==> config.mk <==
export PLATFORM = sky130hd
export DESIGN_NAME = linear_network_multicast_pipe
export DESIGN_NICKNAME = d
export VERILOG_FILES = /design/src/rtl/linear_network_multicast_pipe.sv
export SDC_FILE = /design/constraint.sdc
export NUM_CORES = 1
export LEC_CHECK = 0
export CORE_ASPECT_RATIO = 0.7
export CORE_MARGIN = 1.5
export CORE_UTILIZATION = 49
export CTS_CLUSTER_DIAMETER = 40
export DETAILED_ROUTE_END_ITERATION = 12
export PLACE_DENSITY = 0.8
export SLEW_MARGIN = 20
export SYNTH_ARGS = -nofsm -noshare
export SYNTH_HDL_FRONTEND = slang
export SYNTH_SLANG_ARGS = --single-unit
==> constraint.sdc <==
create_clock -name clk -period 6.85 [get_ports clk]
set_clock_uncertainty 0.1 [all_clocks]
set_input_delay 1.37 -clock clk [delete_from_list [all_inputs] [get_ports clk]]
set_output_delay 1.37 -clock clk [all_outputs]
set_load 0.05 [all_outputs]
==> src/rtl/linear_network_multicast_pipe.sv <==
// Pipelined linear multicast network: one register stage per node, destination bitmask, per-node valid/ready.
// Optional delivery counter enabled by defining LINEAR_NET_PERF_CNT_EN.
module linear_network_multicast_pipe #(
    parameter int DATA_WIDTH = 32,
    parameter int NUM_NODE   = 4,
    parameter int CNT_WIDTH  = 16
) (
    input  logic                           clk,
    input  logic                           rst,
    input  logic                           i_en,
    input  logic                           i_valid,
    input  logic [DATA_WIDTH-1:0]          i_data_bus,
    input  logic [NUM_NODE-1:0]            i_dest,
    output logic                           o_ready,
    output logic [NUM_NODE-1:0]            o_valid,
    output logic [DATA_WIDTH*NUM_NODE-1:0] o_data_bus,
    input  logic [NUM_NODE-1:0]            i_ready
`ifdef LINEAR_NET_PERF_CNT_EN
    ,
    output logic [CNT_WIDTH-1:0]           o_deliver_cnt
`endif
);

    logic [NUM_NODE-1:0]   stage_vld;
    logic [DATA_WIDTH-1:0] stage_data [NUM_NODE];
    logic [NUM_NODE-1:0]   stage_mask [NUM_NODE];

    logic [NUM_NODE-1:0]   eject;
    logic [NUM_NODE-1:0]   done;
    logic [NUM_NODE-1:0]   up;
    logic [NUM_NODE-1:0]   leave;
    logic [NUM_NODE-1:0]   load;
    logic [DATA_WIDTH-1:0] load_data [NUM_NODE];
    logic [NUM_NODE-1:0]   load_mask [NUM_NODE];

    // Bits strictly above node k: the destinations still reachable downstream of stage k.
    function automatic logic [NUM_NODE-1:0] above_mask(input int k);
        logic [NUM_NODE-1:0] r;
        for (int i = 0; i < NUM_NODE; i++) begin
            r[i] = (i > k);
        end
        return r;
    endfunction

    always_comb begin
        o_valid    = '0;
        eject      = '0;
        done       = '0;
        up         = '0;
        o_data_bus = '0;
        for (int k = 0; k < NUM_NODE; k++) begin
            o_valid[k] = i_en & stage_vld[k] & stage_mask[k][k];
            eject[k]   = o_valid[k] & i_ready[k];
            done[k]    = ~stage_mask[k][k] | eject[k];
            up[k]      = |(stage_mask[k] & above_mask(k));
            o_data_bus[k*DATA_WIDTH +: DATA_WIDTH] = o_valid[k] ? stage_data[k] : '0;
        end
    end

    // Ready chain resolved from the last stage back to the injection port in one pass.
    always_comb begin
        logic acc_up;
        logic lv;
        acc_up = 1'b0;
        lv     = 1'b0;
        leave  = '0;
        for (int k = NUM_NODE - 1; k >= 0; k--) begin
            lv       = i_en & stage_vld[k] & done[k] & (~up[k] | acc_up);
            leave[k] = lv;
            acc_up   = i_en & (~stage_vld[k] | lv);
        end
        o_ready = acc_up;

        load         = '0;
        load[0]      = i_valid & acc_up & (|i_dest);
        load_data[0] = i_data_bus;
        load_mask[0] = i_dest;
        for (int k = 1; k < NUM_NODE; k++) begin
            load[k]      = leave[k-1] & up[k-1];
            load_data[k] = stage_data[k-1];
            load_mask[k] = stage_mask[k-1] & above_mask(k-1);
        end
    end

    // Stage registers: a reload wins over a retire; an eject while waiting downstream clears only its own bit.
    always_ff @(posedge clk) begin
        if (rst) begin
            stage_vld <= '0;
            for (int k = 0; k < NUM_NODE; k++) begin
                stage_data[k] <= '0;
                stage_mask[k] <= '0;
            end
        end else if (i_en) begin
            for (int k = 0; k < NUM_NODE; k++) begin
                if (load[k]) begin
                    stage_vld[k]  <= 1'b1;
                    stage_data[k] <= load_data[k];
                    stage_mask[k] <= load_mask[k];
                end else if (leave[k]) begin
                    stage_vld[k] <= 1'b0;
                end else if (eject[k]) begin
                    stage_mask[k][k] <= 1'b0;
                end
            end
        end
    end

`ifdef LINEAR_NET_PERF_CNT_EN
    function automatic logic [CNT_WIDTH-1:0] popcount(input logic [NUM_NODE-1:0] v);
        logic [CNT_WIDTH-1:0] n;
        n = '0;
        for (int i = 0; i < NUM_NODE; i++) begin
            n = n + CNT_WIDTH'(v[i]);
        end
        return n;
    endfunction

    always_ff @(posedge clk) begin
        if (rst) begin
            o_deliver_cnt <= '0;
        end else if (i_en) begin
            o_deliver_cnt <= o_deliver_cnt + popcount(eject);
        end
    end
`else
    logic [CNT_WIDTH-1:0] unused_cnt_width;
    assign unused_cnt_width = '0;
`endif

endmodule
=== After elaboration in Yosys (flattened, before gate mapping) ===
Memory sizes are Yosys's and may differ from the RTL's.
Cells that the tools add are included.

* Bits in registers: 4
* Bits in writable memories: 144
* Logic and storage cells: 145
* Memories kept: 2

{| class="wikitable"
|+ Memories
! name !! words !! bits a word !! read ports !! clocked after memory_dff !! write ports !! RTL line !! RTL
|-
| stage_data || 4 || 32 || 4 || 0 || 4 || 25 || <nowiki>logic [DATA_WIDTH-1:0] stage_data [NUM_NODE];</nowiki>
|-
| stage_mask || 4 || 4 || 4 || 0 || 4 || 26 || <nowiki>logic [NUM_NODE-1:0] stage_mask [NUM_NODE];</nowiki>
|}

* Muxes and demuxes: 66
* Bitwise gates (word level): 62
* Reductions and logical operators: 11

{| class="wikitable"
|+ Operators with widths
! kind !! number
|-
| $mux W32 || 8
|-
| $mux W1 || 54
|-
| $and A1 B1 Y1 || 28
|-
| $or A1 B1 Y1 || 23
|-
| $mux W4 || 4
|-
| $not A1 Y1 || 11
|-
| $reduce_and A2 Y1 || 4
|-
| $reduce_bool A2 Y1 || 4
|-
| $reduce_or A4 Y1 || 1
|-
| $reduce_or A3 Y1 || 1
|-
| $reduce_or A2 Y1 || 1
|}

=== Longest topological paths before layout ===
* Depth in word-level cells: 27
* Gate-level depth with buffers: 6
* Depth with buffers taken out: 4

=== Worst setup path after synthesis ===
OpenSTA, ideal clock, no wires.

* Path kind: input-to-reg
* Start: input i_en
* End: memory stage_data[0][0] (enable)
* Library setup time: 0.476 ns
* Data arrival time: 4.609 ns
* Slack: 1.665 ns
* Stages: 6
* Buffers on the path: 2
* Cells stage by stage: buf_4 -> and2_1 -> a31o_2 -> a21oi_2 -> buf_6 -> o21ai_0

{| class="wikitable"
|+ RTL lines
! element !! RTL line !! RTL
|-
| from (decl) || 10 || <nowiki>input logic i_en,</nowiki>
|-
| to (decl) || 25 ||
|}

=== Final worst setup path ===
* Start: input i_en
* End: output o_data_bus[67]

* Cells in the longest elaborated chain, start to end: 3

{| class="wikitable"
|+ Ends and longest elaborated chain
! element !! RTL line !! RTL
|-
| $and A1 B1 Y1 (2 in a row) || 52 || <nowiki>o_valid[k] = i_en & stage_vld[k] & stage_mask[k][k];</nowiki>
|-
| $mux W32 || 56 || <nowiki>o_data_bus[k*DATA_WIDTH +: DATA_WIDTH] = o_valid[k] ? stage_data[k] : '0;</nowiki>
|-
| to (decl) || 16 || <nowiki>output logic [DATA_WIDTH*NUM_NODE-1:0] o_data_bus,</nowiki>
|}

Every way passes these cells.

==> reports/qor.csv <==
metric,value,unit
num_antenna_cells,0,
cp.depth,4,
cts_num_sinks,142,
core-area,0.0134,mm^2
p_leak,0.00334,uW
worstSetupStartpointType,primary input,
slew_headroom,28.1,%
tns,0,ns
crit_family,buffers and inverters,
cp-endpoint,o_data_bus[67],
cts_root_buf,clkbuf_16,
path_clk_slew,0.06,ns
setup_viol_count_final,0,
dr.pass1.iters,5,
wire_per_inst,17.0,um
grt_pass1_vias,4082,
viasPerCell,4.91,
grt_pass1_wl,22400,um
clock_latency,0.40,ns
critical-path-slowest-cell,and3_1,
postLayoutCellArea,0.00930,mm^2
finalHoldViolCount,0,
gp_congestion,0.823,
post-cts-setup-buffers,0,
post_cts_resized,0,
yosysWarnings,0,
cp_cell_sequence,clkdlybuf4s50_1 -> and3_1 -> and2_1 -> clkdlybuf4s50_1,
synth_top_cell_area_share,61.1,%
die_h,101,um
cts-buffers-inserted,17,
postRouteAntennaNets,0,
synth_ff_type,edfxtp_1,
critPathBufInv,2,
port_buffers,176,
yosysTopAreaCell,edfxtp_1,
die_w,144,um
drt-total-wl,14700,um
fillerInstances,956,
rsz0062_at_grt,false,
crit_top_cell,clkdlybuf4s50_1,
overflow,0,
finalMaxSlewViolations,0,
synth-async-reset-ratio,0,%
critPathArrivalTime,4.08,ns
initialDrtViolationCount,219,
period_share,81.0,%
critPathMaxStageDelay,0.86,ns
placed_cells,831,
drive_gt1_share,12.4,%
ys_types,40,
grt_max_degree,46,
r2r_cells,5,
worst_slew_pin_slew,1.08,ns
areaGrowthSynthToFinish,36.9,%
dp_hpwl,10700,um
ios,177,
start_util,50.8,%
crit_type,in2out,
min_path_type,reg2reg,
clockBufferDepth,2,
drc_errors,0,
htree_levels,4,
cts_tree,done,
worstReg2RegStart,stage_mask[0][2],
netlist_instances,502,
fin_nets,709,
yosysSeqAreaShare,62.2,%
rows,35,
synthTopCellsByArea,"edfxtp_1 (61%), and2_1 (21%), nor4b_2 (7.3%)",
timing.rr.end,stage_data[0][10],
synth-edff-count,138,
critPathLaunch,i_en,
fin_cells,862,
endpoint_kind,output pin,
netlist_area,0.00679,mm^2
synth_fp_nets,546,
r2r_setup_slack,3.88,ns
required,5.38,ns
max_freq,180,MHz
ir_drop,0.174,mV
power,2080,uW
place_area,0.00868,mm^2
syn_avg_cell_area,13.5,um^2
maxCapViolations,0,
track_usage,20.5,%
dr_total_vias,4229,
antenna_found_initial,0,
cts_hold_buf,0,
status,finished clean,
period_minus_slack,5.55,ns
ys_ff_latch,142,
pwr_density_cell,224,mW/mm^2
crit_fanout,34,
die_area,0.0146,mm^2
-- metrics by stage --
stage | hold slack [ns] | worst slack (ns) | util, %
5_1_grt | 0.463 | 1.10 | 69.6
4_1_cts | 0.433 | 1.31 | 69.6
3_5_place_dp | 0.424 | 1.31 | 65.0
3_3_place_gp | 0.430 | 1.33 | 65.0
6_report | 0.429 | 1.30 | 69.6
2_1_floorplan | 0.415 | 1.66 | -
-- worst min path at each step --
stage	depth (start not counted)	slack [ns]	start	to
after floorplan	1	0.41	stage_data[0][68]	stage_data[0][100]
after CTS	1	0.43	stage_data[0][85]	stage_data[0][117]
after global placement	1	0.43	stage_data[0][69]	stage_data[0][101]
after global routing	1	0.46	stage_data[0][85]	stage_data[0][117]
final	1	0.43	stage_data[0][85]	stage_data[0][117]
after detailed placement	1	0.42	stage_data[0][85]	stage_data[0][117]
-- state kept, by name (all words and copies together) (netlist names) --
register	cells
stage_data	128
stage_mask	10
stage_vld	4
-- cell families (layout without fill, tap and decap cells) --
logic type      Yosys count  in the layout  synth area share (%)
flops                   142            142                  62.2
compound gates           19             19                  2.40
buf+inv                  45            220                  3.17
simple gates            296            296                  32.2
-- synthesized netlist by cell type (2+ instances only) --
cell,count
and3_1,6
a41o_1,2
nor2b_1,2
and2_1,228
nand2b_1,5
nand3_1,4
nand4_1,2
clkbuf_1,27
nor4b_2,33
edfxtp_1,138
and4_1,2
a21oi_1,3
buf_6,4
nand2_1,4
buf_4,2
a21boi_0,2
nor4b_4,3
buf_2,4
inv_1,6
o21ai_0,2
dfxtp_1,4
-- power breakdown --
part | switching, uW | total [uW] | internal [uW]
sequential | 22.6 | 1020 | 995
combinational | 64.4 | 110 | 45.3
clock | 344 | 951 | 608
-- metal layers --
layer	vias up	track usage (%)	wire length, um
met4	0	5.57	77
met3	4	4.78	847
li1	2078	-	-
met5	-	0	0
met2	144	32.0	6780
met1	2003	29.2	6970
-- layout by cell type, fill, tap and decap left out, types with 5 or more instances in the layout --
cell type,netlist,routed
nand2b_1,5,5
inv_1,6,6
and3_1,6,6
nor4b_2,33,33
clkbuf_16,0,17
and2_1,228,228
buf_4,2,7
edfxtp_1,138,138
clkinvlp_4,0,5
clkdlybuf4s50_1,0,175
-- worst reg2reg max path: stages (launching register included) --
cell	delay (ns)
edfxtp_1	0.40
or3_1	0.51
o31ai_4	0.29
a21oi_4	0.05
buf_4	0.32
o21ai_4	0.91
-- layout make-up --
cell class | count | area [um^2] | share of cell area, %
Clock buffer | 17 | 425 | 4.58
Multi-Input combinational cell | 315 | 2390 | 25.7
Inverter | 6 | 22.5 | 0.242
Sequential cell | 142 | 4220 | 45.4
Timing Repair Buffer | 183 | 1810 | 19.5
Clock inverter | 14 | 194 | 2.09
Tap cell | 185 | 231 | 2.49
Power figures use the tool's default switching activity.
